### src/rtl/cache_arb_pkg.sv
// Shared types and helpers for the two-master cache bus arbiter.
// No logic: enums, owner type, default bus widths, watchdog counter width.
// Backpressure: not applicable.
package cache_arb_pkg;

  typedef enum logic [1:0] {
    IDLE = 2'd0,
    BUSY = 2'd1,
    DONE = 2'd2
  } arb_state_e;

  // 0 = m0 (I-cache), 1 = m1 (D-cache)
  typedef logic owner_t;

  localparam int DEF_ADDR_W = 32;
  localparam int DEF_DATA_W = 32;

  function automatic int cnt_width(input int timeout_cyc);
    return (timeout_cyc < 1) ? 1 : $clog2(timeout_cyc + 1);
  endfunction

endpackage

### src/rtl/cache_arb_if.sv
// Bundle of both cache-side request ports and the shared memory port.
// Latency: none (wires only).
// Backpressure: strobe held by each requester until its ready pulse.
interface cache_arb_if #(
  parameter int ADDR_W = cache_arb_pkg::DEF_ADDR_W,
  parameter int DATA_W = cache_arb_pkg::DEF_DATA_W
);
  logic              m0_strobe;
  logic [ADDR_W-1:0] m0_address;
  logic [DATA_W-1:0] m0_data_in;
  logic              m0_rw;
  logic [DATA_W-1:0] m0_data_out;
  logic              m0_ready;
  logic              m0_err;

  logic              m1_strobe;
  logic [ADDR_W-1:0] m1_address;
  logic [DATA_W-1:0] m1_data_in;
  logic              m1_rw;
  logic [DATA_W-1:0] m1_data_out;
  logic              m1_ready;
  logic              m1_err;

  logic              S_strobe;
  logic [ADDR_W-1:0] S_address;
  logic [DATA_W-1:0] S_data_out;
  logic              S_rw;
  logic [DATA_W-1:0] S_data_in;
  logic              S_ready;

  // master: the arbiter itself (drives memory requests and cache responses)
  modport master (
    input  m0_strobe, m0_address, m0_data_in, m0_rw,
    output m0_data_out, m0_ready, m0_err,
    input  m1_strobe, m1_address, m1_data_in, m1_rw,
    output m1_data_out, m1_ready, m1_err,
    output S_strobe, S_address, S_data_out, S_rw,
    input  S_data_in, S_ready
  );

  // slave: the environment (both caches plus the memory)
  modport slave (
    output m0_strobe, m0_address, m0_data_in, m0_rw,
    input  m0_data_out, m0_ready, m0_err,
    output m1_strobe, m1_address, m1_data_in, m1_rw,
    input  m1_data_out, m1_ready, m1_err,
    input  S_strobe, S_address, S_data_out, S_rw,
    output S_data_in, S_ready
  );

endinterface

### src/rtl/cache_arb_rr.sv
// Two-way round-robin pick: the favoured requester wins when both ask.
// Latency: combinational.
// Backpressure: none; caller decides when the grant is consumed.
module cache_arb_rr
  import cache_arb_pkg::*;
(
  input  logic [1:0] req,
  input  owner_t     favour,
  output logic       grant_valid,
  output owner_t     grant_id
);

  always_comb begin
    grant_valid = |req;
    grant_id    = favour;
    if (!req[favour]) begin
      grant_id = ~favour;
    end
  end

endmodule

### src/rtl/cache_bus_arbiter.sv
// Shares one memory port between I-cache (m0) and D-cache (m1); optional counters via CACHE_ARB_STATS_EN.
// Latency: grant cycle 0, BUSY from cycle 1, ready one cycle after S_ready (min 3 cycles strobe-to-ready).
// Backpressure: one transaction in flight; losing strobe stays high and is granted in the next IDLE.
module cache_bus_arbiter
  import cache_arb_pkg::*;
#(
  parameter int ADDR_W      = DEF_ADDR_W,
  parameter int DATA_W      = DEF_DATA_W,
  parameter int TIMEOUT_CYC = 255
) (
  input  logic        clk,
  input  logic        rst,
  cache_arb_if.master bus
`ifdef CACHE_ARB_STATS_EN
  ,
  output logic [31:0] stat_grant0,
  output logic [31:0] stat_grant1,
  output logic [31:0] stat_timeout
`endif
);

  localparam int               CNT_W    = cnt_width(TIMEOUT_CYC);
  localparam logic [CNT_W-1:0] CNT_LAST = CNT_W'(TIMEOUT_CYC - 1);

  typedef struct packed {
    logic [ADDR_W-1:0] addr;
    logic [DATA_W-1:0] data;
    logic              rw;
  } xact_t;

  arb_state_e        state_q;
  arb_state_e        state_d;
  owner_t            owner_q;
  owner_t            fav_q;
  xact_t             xact_q;
  xact_t             xact_sel;
  logic [CNT_W-1:0]  cnt_q;
  logic              err_q;
  logic [1:0]        mask_q;
  logic [DATA_W-1:0] m0_dout_q;
  logic [DATA_W-1:0] m1_dout_q;

  logic [1:0] req;
  logic       grant_vld;
  owner_t     grant_id;
  logic       take;
  logic       finish_ok;
  logic       abort;
  logic       done_m0;
  logic       done_m1;

  // The previous owner is still holding strobe in the cycle right after its
  // ready pulse; masking it avoids granting a stale request.
  assign req = {bus.m1_strobe, bus.m0_strobe} & ~mask_q;

  cache_arb_rr u_rr (
    .req         (req),
    .favour      (fav_q),
    .grant_valid (grant_vld),
    .grant_id    (grant_id)
  );

  always_comb begin
    xact_sel = '0;
    if (grant_id) begin
      xact_sel.addr = bus.m1_address;
      xact_sel.data = bus.m1_data_in;
      xact_sel.rw   = bus.m1_rw;
    end else begin
      xact_sel.addr = bus.m0_address;
      xact_sel.data = bus.m0_data_in;
      xact_sel.rw   = bus.m0_rw;
    end
  end

  always_comb begin
    state_d   = state_q;
    take      = 1'b0;
    finish_ok = 1'b0;
    abort     = 1'b0;
    unique case (state_q)
      IDLE: begin
        if (grant_vld) begin
          take    = 1'b1;
          state_d = BUSY;
        end
      end
      BUSY: begin
        // A late S_ready on the last allowed cycle still completes normally.
        if (bus.S_ready) begin
          finish_ok = 1'b1;
          state_d   = DONE;
        end else if (cnt_q == CNT_LAST) begin
          abort   = 1'b1;
          state_d = DONE;
        end
      end
      DONE: begin
        state_d = IDLE;
      end
      default: begin
        state_d = IDLE;
      end
    endcase
  end

  always_ff @(posedge clk) begin
    if (rst) begin
      state_q   <= IDLE;
      owner_q   <= 1'b0;
      fav_q     <= 1'b0;
      xact_q    <= '0;
      cnt_q     <= '0;
      err_q     <= 1'b0;
      mask_q    <= '0;
      m0_dout_q <= '0;
      m1_dout_q <= '0;
    end else begin
      state_q <= state_d;
      mask_q  <= '0;

      if (take) begin
        owner_q <= grant_id;
        xact_q  <= xact_sel;
        cnt_q   <= '0;
        err_q   <= 1'b0;
      end

      if (state_q == BUSY && cnt_q != CNT_LAST) begin
        cnt_q <= cnt_q + CNT_W'(1);
      end

      if (finish_ok && xact_q.rw) begin
        if (owner_q) begin
          m1_dout_q <= bus.S_data_in;
        end else begin
          m0_dout_q <= bus.S_data_in;
        end
      end

      if (abort) begin
        err_q <= 1'b1;
        if (owner_q) begin
          m1_dout_q <= '0;
        end else begin
          m0_dout_q <= '0;
        end
      end

      if (state_q == DONE) begin
        fav_q           <= ~owner_q;
        mask_q[owner_q] <= 1'b1;
      end
    end
  end

  assign done_m0 = (state_q == DONE) && (owner_q == 1'b0);
  assign done_m1 = (state_q == DONE) && (owner_q == 1'b1);

  assign bus.S_strobe    = (state_q == BUSY);
  assign bus.S_address   = xact_q.addr;
  assign bus.S_data_out  = xact_q.data;
  assign bus.S_rw        = xact_q.rw;

  assign bus.m0_ready    = done_m0;
  assign bus.m0_err      = done_m0 && err_q;
  assign bus.m0_data_out = m0_dout_q;
  assign bus.m1_ready    = done_m1;
  assign bus.m1_err      = done_m1 && err_q;
  assign bus.m1_data_out = m1_dout_q;

`ifdef CACHE_ARB_STATS_EN
  always_ff @(posedge clk) begin
    if (rst) begin
      stat_grant0  <= '0;
      stat_grant1  <= '0;
      stat_timeout <= '0;
    end else begin
      if (take && !grant_id && stat_grant0 != 32'hFFFF_FFFF) begin
        stat_grant0 <= stat_grant0 + 32'd1;
      end
      if (take && grant_id && stat_grant1 != 32'hFFFF_FFFF) begin
        stat_grant1 <= stat_grant1 + 32'd1;
      end
      if (abort && stat_timeout != 32'hFFFF_FFFF) begin
        stat_timeout <= stat_timeout + 32'd1;
      end
    end
  end
`endif

endmodule

### src/flat_wrapper.sv
// flat-port wrapper written by rule: the top's interface ports become plain ports
module cache_bus_arbiter_flat import cache_arb_pkg::*;
#(
  parameter int ADDR_W      = DEF_ADDR_W,
  parameter int DATA_W      = DEF_DATA_W,
  parameter int TIMEOUT_CYC = 255
)
  (clk, rst, bus_m0_strobe, bus_m0_address, bus_m0_data_in, bus_m0_rw, bus_m0_data_out, bus_m0_ready, bus_m0_err, bus_m1_strobe, bus_m1_address, bus_m1_data_in, bus_m1_rw, bus_m1_data_out, bus_m1_ready, bus_m1_err, bus_S_strobe, bus_S_address, bus_S_data_out, bus_S_rw, bus_S_data_in, bus_S_ready);
  cache_arb_if #(.ADDR_W(ADDR_W), .DATA_W(DATA_W)) bus_i ();
  input  logic clk;
  input  logic rst;
  input wire logic [$bits(bus_i.m0_strobe)-1:0] bus_m0_strobe;
  input wire logic [$bits(bus_i.m0_address)-1:0] bus_m0_address;
  input wire logic [$bits(bus_i.m0_data_in)-1:0] bus_m0_data_in;
  input wire logic [$bits(bus_i.m0_rw)-1:0] bus_m0_rw;
  output wire logic [$bits(bus_i.m0_data_out)-1:0] bus_m0_data_out;
  output wire logic [$bits(bus_i.m0_ready)-1:0] bus_m0_ready;
  output wire logic [$bits(bus_i.m0_err)-1:0] bus_m0_err;
  input wire logic [$bits(bus_i.m1_strobe)-1:0] bus_m1_strobe;
  input wire logic [$bits(bus_i.m1_address)-1:0] bus_m1_address;
  input wire logic [$bits(bus_i.m1_data_in)-1:0] bus_m1_data_in;
  input wire logic [$bits(bus_i.m1_rw)-1:0] bus_m1_rw;
  output wire logic [$bits(bus_i.m1_data_out)-1:0] bus_m1_data_out;
  output wire logic [$bits(bus_i.m1_ready)-1:0] bus_m1_ready;
  output wire logic [$bits(bus_i.m1_err)-1:0] bus_m1_err;
  output wire logic [$bits(bus_i.S_strobe)-1:0] bus_S_strobe;
  output wire logic [$bits(bus_i.S_address)-1:0] bus_S_address;
  output wire logic [$bits(bus_i.S_data_out)-1:0] bus_S_data_out;
  output wire logic [$bits(bus_i.S_rw)-1:0] bus_S_rw;
  input wire logic [$bits(bus_i.S_data_in)-1:0] bus_S_data_in;
  input wire logic [$bits(bus_i.S_ready)-1:0] bus_S_ready;
  assign bus_i.m0_strobe = bus_m0_strobe;
  assign bus_i.m0_address = bus_m0_address;
  assign bus_i.m0_data_in = bus_m0_data_in;
  assign bus_i.m0_rw = bus_m0_rw;
  assign bus_m0_data_out = bus_i.m0_data_out;
  assign bus_m0_ready = bus_i.m0_ready;
  assign bus_m0_err = bus_i.m0_err;
  assign bus_i.m1_strobe = bus_m1_strobe;
  assign bus_i.m1_address = bus_m1_address;
  assign bus_i.m1_data_in = bus_m1_data_in;
  assign bus_i.m1_rw = bus_m1_rw;
  assign bus_m1_data_out = bus_i.m1_data_out;
  assign bus_m1_ready = bus_i.m1_ready;
  assign bus_m1_err = bus_i.m1_err;
  assign bus_S_strobe = bus_i.S_strobe;
  assign bus_S_address = bus_i.S_address;
  assign bus_S_data_out = bus_i.S_data_out;
  assign bus_S_rw = bus_i.S_rw;
  assign bus_i.S_data_in = bus_S_data_in;
  assign bus_i.S_ready = bus_S_ready;
  cache_bus_arbiter #(.ADDR_W(ADDR_W), .DATA_W(DATA_W), .TIMEOUT_CYC(TIMEOUT_CYC)) u_core (.clk(clk), .rst(rst), .bus(bus_i));
endmodule
### config.mk
export PLATFORM = sky130hd
export DESIGN_NAME = cache_bus_arbiter_flat
export DESIGN_NICKNAME = d
export VERILOG_FILES = /design/src/rtl/cache_arb_pkg.sv /design/src/rtl/cache_arb_if.sv /design/src/rtl/cache_arb_rr.sv /design/src/rtl/cache_bus_arbiter.sv /design/src/flat_wrapper.sv
export SDC_FILE = /design/constraint.sdc
export NUM_CORES = 1
export LEC_CHECK = 0
export ABC_AREA = 1
export CORE_MARGIN = 1.5
export CORE_UTILIZATION = 44
export CTS_BUF_LIST = sky130_fd_sc_hd__clkbuf_4
export CTS_CLUSTER_DIAMETER = 120
export CTS_CLUSTER_SIZE = 40
export DETAILED_ROUTE_END_ITERATION = 16
export GPL_TIMING_DRIVEN = 0
export PLACE_DENSITY_LB_ADDON = 0.1
export SYNTH_ARGS = -nofsm -noshare
export SYNTH_HDL_FRONTEND = slang
export SYNTH_HIERARCHICAL = 1
export SYNTH_SLANG_ARGS = --single-unit
### constraint.sdc
create_clock -name clk -period 2.2 [get_ports clk]
set_input_delay 0.66 -clock clk [delete_from_list [all_inputs] [get_ports clk]]
set_output_delay 0.66 -clock clk [all_outputs]
set_load 0.02 [all_outputs]
== Word level (Yosys, flattened, before mapping) ==
Cells that the tools add are included.
Word-level totals
  input bits: 167
  word-level logic and storage cells: 68
  register bits: 144
Cells by class
  equal/unequal tests: 6
  add/sub/neg operators: 1
  bitwise logic cells: 5
  $lt $le $gt $ge: 3
  mux-type cells: 29
  reductions and logical operators: 13
Operators by type and width (number)
  $mux 32: 8
  $mux 65: 1
  $mux 8: 2
  $mux 1: 13
  $add 8x1->8 const B: 1
  $eq 8x8->1 const B: 1
  $ne 8x8->1 const B: 1
  $logic_and 1x1->1: 7
  $mux 2: 3
  $lt 1x2->1 const B: 2
  $pmux 2 s2: 1
  $reduce_bool 2->1: 2
  $reduce_or 2->1: 2
  $ne 3x1->1 const B: 1
  $not 1->1: 3
  $and 2x2->2: 1
  $eq 2x1->1 const B: 1
  $eq 2x2->1 const B: 1
  $logic_not 2->1: 1
  $ne 2x1->1 const B: 1
  $not 2->2: 1
  $reduce_and 2->1: 1
  $demux 1 s1: 1
  $ge 1x1->1 const B: 1

== Longest topological paths before layout ==
Gate-level depths: netlist of run 1.
  depth in word-level cells: 7
  mapped depth: 11
  mapped depth without buffers: 10

== Cells and area by module ==
Netlist of run 1, hierarchy kept.
By module, submodules not included
  cache_bus_arbiter: area each 6879.1 sq um, times used 1, cells an instance 989
  cache_arb_rr: area each 15.0 sq um, times used 1, cells an instance 3

== Least setup slack after synthesis of run 1 ==
Ideal clock, no wire load.
  kind: flip-flop to output port
  start: reg u_core.owner_q
  end: out bus_m1_err
  arrival: 1.332 ns
  setup slack: 0.208 ns
  cell stages (with the launch flop): 6
  path buffers: 1
  path through: dfxtp_1 buf_4 inv_1 nor2_1 inv_1 nor2_1
On the way
  longest elaborated chain between the ends: 2
Ends and longest elaborated chain
  start, declared: line cache_bus_arbiter.sv:33  | owner_t owner_q;
  start signal, assigned: line cache_bus_arbiter.sv:123  | owner_q <= grant_id;
  $logic_and 1x1->1: line cache_bus_arbiter.sv:158  | assign done_m1 = (state_q == DONE) && (owner_q == 1'b1);
  named net bus_m1_ready: line flat_wrapper.sv:24  | output wire logic [$bits(bus_i.m1_ready)-1:0] bus_m1_ready;
  $logic_and 1x1->1: line cache_bus_arbiter.sv:169  | assign bus.m1_err = done_m1 && err_q;
  end, declared: line flat_wrapper.sv:25  | output wire logic [$bits(bus_i.m1_err)-1:0] bus_m1_err;
The timed path passes the listed nets, and every way through them passes these cells.

== Worst setup path after layout of run 1 ==
  start: in bus_m1_strobe
  end: reg u_core.xact_q, in the netlist u_core/bus.S_address[16]
On the way
  longest elaborated chain between the ends: 5
  elaborated cells on any way between the ends: 8
Ends and longest elaborated chain
  start, declared: line flat_wrapper.sv:19  | input wire logic [$bits(bus_i.m1_strobe)-1:0] bus_m1_strobe;
  $and 2x2->2: line cache_bus_arbiter.sv:54  | assign req = {bus.m1_strobe, bus.m0_strobe} & ~mask_q;
  named net u_core.req[1]: line cache_bus_arbiter.sv:43  | logic [1:0] req;
  $mux 1 (implied by the code) (2 in series): line cache_arb_rr.sv:16  | if (!req[favour]) begin
  $mux 1: line cache_arb_rr.sv:16
  named net u_core.grant_id: line cache_bus_arbiter.sv:45  | owner_t grant_id;
  $mux 65: line cache_bus_arbiter.sv:65  | if (grant_id) begin
  end signal, assigned: line cache_bus_arbiter.sv:124  | xact_q <= xact_sel;
  end, declared: line cache_bus_arbiter.sv:35  | xact_t xact_q;
The timed path passes the listed nets, and every way through them passes these cells. The select of a mux whose other input is x is not followed.
A chain may end at the register's enable or synchronous reset.

==> run metrics, run 1 <==
status=complete, no violations; chip width=about 130 um; Initial Utilization=45.2%; # fillers=around 1.3k; pwr dens=~570 nW/um^2; dpl cells=1502; syn_nets=roughly 1.2k; # rows=45; max_cap viols=0; post-synthesis sequential area ratio=a little over two fifths; DR pass1 iterations=4; worst slew pin tran=just under 0.6 ns; post-route ant nets=0; required time of the critical path=2.68 ns; most common cell in the netlist=a21oi_1; hold buffers post-CTS=0; Synth cell types=34; Post-Layout Cell Count=1561; ys flop type=dfxtp_1; dpl cell area=roughly 10000 um^2; reg2reg start=u_core/state_q[0]$_SDFFE_PP0P_; CP arrival=2.65 ns; global-route wire length before repair=roughly 37000 um; path depth of the worst reg2reg path=16; achievable frequency=approximately 460 MHz; gr ovfl total=0; Slew headroom=about three fifths; clock root buffer=clkbuf_4; vias=approximately 7.7k; CTS tree=yes; clock-pin slew on the worst setup and hold paths=0.11 ns; DR iter-0 viols=roughly 460; FF-to-FF setup slack=~0.04 ns; vias per cell=about 5.0; Hold Path Stages=2; VDD IR max=between 0.3 and 0.4 mV; hold_sp=u_core/bus.m0_data_out[29]$_SDFF_PP0_; skew final=0.0143 ns; full die area=16400 um^2; Clock Sinks=about 140; synthesized instance count=around 1000; Num CTS Buffers=17; final setup fails=0; CTS Buffer Depth=2; synth cell count leaders=a21oi_1, dfxtp_1, inv_1, nand3_1, nand2_1; Leak=5.68 nW; reg2reg end=u_core/mask_q[1]$_SDFF_PP0_; Net count, final=about 1.5k; worst min path class=flop to flop; Synth warnings=6; maximum fanout along the worst path=10; gpl congestion=around 0.85; Tmin final=around 2.2 ns; crit end category=flop; Residual DRC=0; Synth async-reset ratio=0%; Yosys top cell area share=about two fifths; Final Hold Violating Endpoints=0; Finished Cell Area=approximately 11000 um^2; syn avg cell area=6.95 um^2; height of the die=approximately 130 um; Area contributors post-synth=dfxtp_1, a21oi_1, nand3_1, inv_1, nand2_1; Final Cycle Share=between 90 and 100%; worst hold path endpoint=u_core/bus.m0_data_out[29]$_SDFF_PP0_; initial antenna violation count=1; average wire per standard cell=between 15 and 20 um; Cell Area, Synth=about 6900 um^2; WL final=approximately 24000 um; I/O pin count=between 300 and 400; htree depth=4; Synth Register Bits=around 140; total track usage=between 20% and 30%; Worst Setup Start Kind=input pin; Crit Path Category=input pin to flop; largest net degree at the start of global routing=17; area leader, netlist=dfxtp_1; Area Growth Syn to Fin=54.4%; PortBufs=299; Skew-Pair Late Insertion Delay=approximately 0.55 ns; Final Max Tran Viols=0; DP Wirelength=around 17000 um; layout cells sized above 1=approximately a tenth; Post-synth EDFFs=0; RSZ-0062 raised after global routing=yes; vias in the first global route=between 7k and 8k; Core Area=15300 um^2
[worst max path at each step]
stage | from | end | slack [ns]
floorplan | u_core/owner_q$_SDFFE_PP0P_ | bus_m1_err | 0.21
global placement | bus_m1_strobe | u_core/owner_q$_SDFFE_PP0P_ | -0.65
detailed placement | bus_m1_strobe | u_core/owner_q$_SDFFE_PP0P_ | -0.64
CTS | u_core/state_q[1]$_SDFFE_PP0P_ | bus_m1_err | -0.06
global route | u_core/state_q[0]$_SDFFE_PP0P_ | bus_m1_err | -0.07
finish | bus_m1_strobe | u_core/bus.S_address[16]$_SDFFE_PP0P_ | 0.03
[through the flow]
step	utilization, %	TNS (ns)	worst slack (ns)	hold slack, ns	power, W
2_1_floorplan	-	0	0.208	0.440	0.00377
5_1_grt	69.8	-0.286	-0.0683	0.480	0.00639
3_5_place_dp	66.5	-57.08	-0.643	0.453	0.00469
6_report	69.8	0	0.0264	0.464	0.00611
3_3_place_gp	66.5	-56.16	-0.651	0.447	0.00468
4_1_cts	68.6	-0.113	-0.0571	0.463	0.00612
[worst max-delay path: stages]
cell	delay (ns)
clkdlybuf4s50_1	0.45
inv_1	0.03
nor2_1	0.10
nand2_1	0.06
o21ai_0	0.07
clkbuf_1	0.23
buf_2	0.28
clkbuf_1	0.38
a21oi_1	0.21
a21oi_1	0.17
[placed cells by master, fill, tap and decap left out, drive strengths merged]
cell type and n:
a21oi 171, clkdlybuf4s50 165, dfxtp 144, inv 142
nand3 132, nand2 124, nor2 117, dlygate4sd2 79
buf 73, o21ai 72, dlymetal6s2s 50, clkbuf 50
clkinv 13, nand4 3, nor3 2, xnor2 2
ha 2, nor3b 2, or2 2, diode 1
bufinv 1, a31oi 1, clkinvlp 1, o22ai 1
[report_power, final]
part	internal (W)	leakage (nW)	total [W]	switching, W
Combinational	0.000754	4.37	0.00172	0.000970
Sequential	0.00280	1.18	0.00290	0.0000993
Clock	0.000562	0.130	0.00148	0.000923
Total	0.00412	5.68	0.00611	0.00199
[repair_timing]
item                                   CTS  global route
setup endpoints to repair               96            72
endpoints found under the hold margin    0             0
buffers inserted                        22             6
resized for setup                      117            67
pin swaps                                4             4
[routing by layer]
metal	track usage, %	share of wire (%)	up-vias
met5	0	0	-
met4	10.5	2.8	0
met3	8.97	8.1	39
met2	49.8	49	288
met1	33.6	40	3536
li1	-	-	3886
[layout make-up]
| class | count | area, um^2 | share of cell area, % |
|---|---|---|---|
| Buffer | 70 | 424 | 3.98 |
| Clock buffer | 20 | 150 | 1.41 |
| Inverter | 145 | 554 | 5.21 |
| Tap cell | 211 | 264 | 2.48 |
| Clock inverter | 12 | 75.1 | 0.705 |
| Multi-Input combinational cell | 631 | 3070 | 28.9 |
| Timing Repair Buffer | 327 | 3210 | 30.2 |
| Antenna cell | 1 | 2.50 | 0.0235 |
| Sequential cell | 144 | 2890 | 27.2 |
[kinds of logic after synthesis]
kind of cell | after synthesis | share of synthesized area [%]
AO/OA/AOI/OAI | 245 | 17.9
XOR/XNOR | 2 | 0.254
adder cells (fa/ha/maj) | 2 | 0.363
buffers and inverters | 217 | 14.1
flip-flops | 144 | 41.8
AND/OR/NAND/NOR | 382 | 25.6
No activity file was read; power rests on OpenSTA's default activity.
==> run 2, diff against run 1 <==
==> constraint.sdc (replaced) <==
create_clock -name clk -period 2.2 [get_ports clk]
set_input_delay 0.55 -clock clk [delete_from_list [all_inputs] [get_ports clk]]
set_output_delay 0.55 -clock clk [all_outputs]
set_load 0.02 [all_outputs]
==> run 2 against run 1 <==
Compared with the run above: non-clock buffer count shrank 21; sequential cell count is the same; cell count shrank 1.3%; wire length shrank 3.2%; final area shrank 1.7%; highest routed layer unchanged; clock-buffer cell count is the same; clock skew grew 0.0030 ns; critical endpoint is now bus_S_data_out[12]; largest power group unchanged; utilization shrank 1.2 points; sequential power is essentially flat; worst setup slack gained 0.029 ns.
==> run metrics, run 2 (synthesis gave the netlist of run 1 again) <==
status=complete, no violations (unchanged); CP endpoint=bus_S_data_out[12] (was u_core/bus.S_address[16]$_SDFFE_PP0P_); full die area=16400 um^2 (unchanged); layout cells sized above 1=8.36% (was 10.2%); VDD IR max=0.333 mV (was 0.321 mV); Pint=0.00418 W (was 0.00412 W); Slowest-stage cell, CP=clkdlybuf4s50_1 (unchanged); achievable frequency=466 MHz (was 460 MHz); Sw Ratio=32.1% (was 32.6%); Worst Setup Start Kind=flop (was input pin); Net Switching=0.00197 W (was 0.00199 W); Net count, final=1484 (was 1505); most frequent cells in the layout=clkdlybuf4s50_1, a21oi_1, dfxtp_1 (was a21oi_1, clkdlybuf4s50_1, dfxtp_1); global-route wire length before repair=36500 um (was 37100 um); pwr dens=588 nW/um^2 (was 574 nW/um^2); post-route ant nets=0 (unchanged); Finished Core Util=68.6% (was 69.8%); Area Growth Syn to Fin=51.8% (was 54.4%); Final Hold Violating Endpoints=0 (unchanged); WL final=23300 um (was 24000 um); clock root buffer=clkbuf_4 (unchanged); CP bufs+invs=1 (was 5); pre-CTS WS=-0.533 ns (was -0.643 ns); setup ws final=0.0552 ns (was 0.0264 ns); PortBufs=299 (unchanged); Clock Sinks=144 (unchanged); skew final=0.0173 ns (was 0.0143 ns); DR iter-0 viols=436 (was 456); Reg power frac=47.2% (was 47.5%); CTS Buffer Depth=2 (unchanged); largest net degree at the start of global routing=17 (unchanged); CP Depth=1 (was 10); gpl congestion=0.854 (unchanged); Slew headroom=61.7% (was 61.0%); Residual DRC=0 (unchanged); Clk pwr share=23.9% (was 24.3%); chip width=128 um (unchanged); hold buffers post-CTS=0 (unchanged); Top delay family on crit path=buffers and inverters (unchanged); initial antenna violation count=1 (unchanged); Final Cycle Share=97.5% (was 98.8%); DR pass1 iterations=5 (was 4); CP arrival=1.59 ns (was 2.65 ns); crit end category=output pin (was flop); total track usage=28.4% (was 28.8%); I/O pin count=301 (unchanged); height of the die=128 um (unchanged); DP Wirelength=17300 um (unchanged); maximum fanout along the worst path=2 (was 10); vias per cell=4.95 (was 4.96); max_cap viols=0 (unchanged); crit-path cells=clkdlybuf4s50_1 (was clkdlybuf4s50_1 > inv_1 > nor2_1 > nand2_1 > o21ai_0 > clkbuf_1 > buf_2 > clkbuf_1 > a21oi_1 > a21oi_1); gr ovfl total=0 (unchanged); final setup fails=0 (unchanged); clock-pin slew on the worst setup and hold paths=0.10 ns (was 0.11 ns); RSZ-0062 raised after global routing=yes (unchanged); Final Max Tran Viols=0 (unchanged); Leak=4.50 nW (was 5.68 nW); Critical path origin=u_core/bus.S_data_out[12]$_SDFFE_PP0P_ (was bus_m1_strobe); reg2reg end=u_core/bus.S_address[16]$_SDFFE_PP0P_ (was u_core/mask_q[1]$_SDFF_PP0_); FF-to-FF setup slack=0.30 ns (was 0.04 ns); average wire per standard cell=15.1 um (was 15.4 um); Crit Path Category=flop to output pin (was input pin to flop); worst slew pin tran=0.574 ns (was 0.585 ns); required time of the critical path=1.65 ns (was 2.68 ns); htree depth=4 (unchanged); Num CTS Buffers=17 (unchanged); Tmin final=2.14 ns (was 2.17 ns); Initial Utilization=45.2% (unchanged); combinational fraction of design power=28.9% (was 28.2%); CTS tree=yes (unchanged); path depth of the worst reg2reg path=8 (was 16); # rows=45 (unchanged); vias=7623 (was 7749); most common cell after layout, fill and taps aside=clkdlybuf4s50_1 (was a21oi_1); Skew-Pair Late Insertion Delay=0.54 ns (was 0.55 ns); vias in the first global route=7248 (was 7376); Worst Hold Slack=0.397 ns (was 0.464 ns); max incr delay on CP=0.71 ns (was 0.45 ns); Core Area=15300 um^2 (unchanged); worst min path class=input pin to flop (was flop to flop); reg2reg start=u_core/mask_q[1]$_SDFF_PP0_ (was u_core/state_q[0]$_SDFFE_PP0P_)
-- run 2: changes by cell type in the layout (fill, tap and decap cells not counted), moves of 2 or more --
cell	previous run	this run
clkdlybuf4s50_1	165	289
dlygate4sd2_1	79	1
dlymetal6s2s_1	50	4
buf_4	39	16
clkbuf_1	26	30
clkbuf_2	4	0
buf_6	8	10
clkdlybuf4s15_2	0	2
dfxtp_4	2	0
-- run 2: metal layers --
metal	up-vias	GRT usage, %	wire length, um
met3	36	9.02	1840
met5	-	0	0
met2	267	48.8	11400
met4	0	10.3	634
met1	3484	33.2	9350
li1	3836	-	-
-- run 2: power by group through the flow --
stage | logic [W] | registers, W | clock network, W
after CTS | 0.00176 | 0.00290 | 0.00150
final | 0.00178 | 0.00290 | 0.00147
after detailed placement | 0.00173 | 0.00295 | 0
after global routing | 0.00192 | 0.00292 | 0.00161
after global placement | 0.00173 | 0.00295 | 0
after floorplan | 0.000608 | 0.00317 | 0
-- run 2: worst min-delay path by stage --
| stage | cells after the start | slack (ns) | end | startpoint |
|---|---|---|---|---|
| 2_1_floorplan | 2 | 0.44 | u_core/err_q$_SDFFE_PP0P_ | u_core/err_q$_SDFFE_PP0P_ |
| 3_3_place_gp | 2 | 0.45 | u_core/bus.m0_data_out[29]$_SDFF_PP0_ | u_core/bus.m0_data_out[29]$_SDFF_PP0_ |
| 3_5_place_dp | 2 | 0.45 | u_core/bus.m0_data_out[29]$_SDFF_PP0_ | u_core/bus.m0_data_out[29]$_SDFF_PP0_ |
| 4_1_cts | 2 | 0.35 | u_core/bus.m1_data_out[30]$_SDFF_PP0_ | rst |
| 5_1_grt | 2 | 0.38 | u_core/bus.m1_data_out[30]$_SDFF_PP0_ | rst |
| 6_report | 2 | 0.40 | u_core/bus.m1_data_out[30]$_SDFF_PP0_ | rst |
-- run 2: per-stage QoR --
| step | power [W] | std cells | setup TNS (ns) | area [um^2] |
|---|---|---|---|---|
| floorplan | 0.00377 | 992 | 0 | 6890 |
| global placement | 0.00468 | 1502 | -40.76 | 10200 |
| detailed placement | 0.00469 | 1502 | -41.54 | 10200 |
| CTS | 0.00616 | 1535 | 0 | 10400 |
| global route | 0.00645 | 1540 | -0.0527 | 10500 |
| finish | 0.00615 | 1540 | 0 | 10500 |
-- run 2: timing repair --
item	in CTS	in global routing
endpoints found under the setup margin	6	12
cloned	0	0
hold endpoints to repair	0	0
pin swaps	0	1
setup buffers	2	4
resized for setup	32	11
-- run 2: area by class of cell --
cell class / instances / area, um^2
Antenna cell: 1 / 2.50
Buffer: 71 / 427
Clock buffer: 20 / 150
Clock inverter: 12 / 75.1
Fill cell: 1362 / 4790
Inverter: 145 / 554
Multi-Input combinational cell: 631 / 3070
Sequential cell: 144 / 2890
Tap cell: 211 / 264
Timing Repair Buffer: 305 / 3040
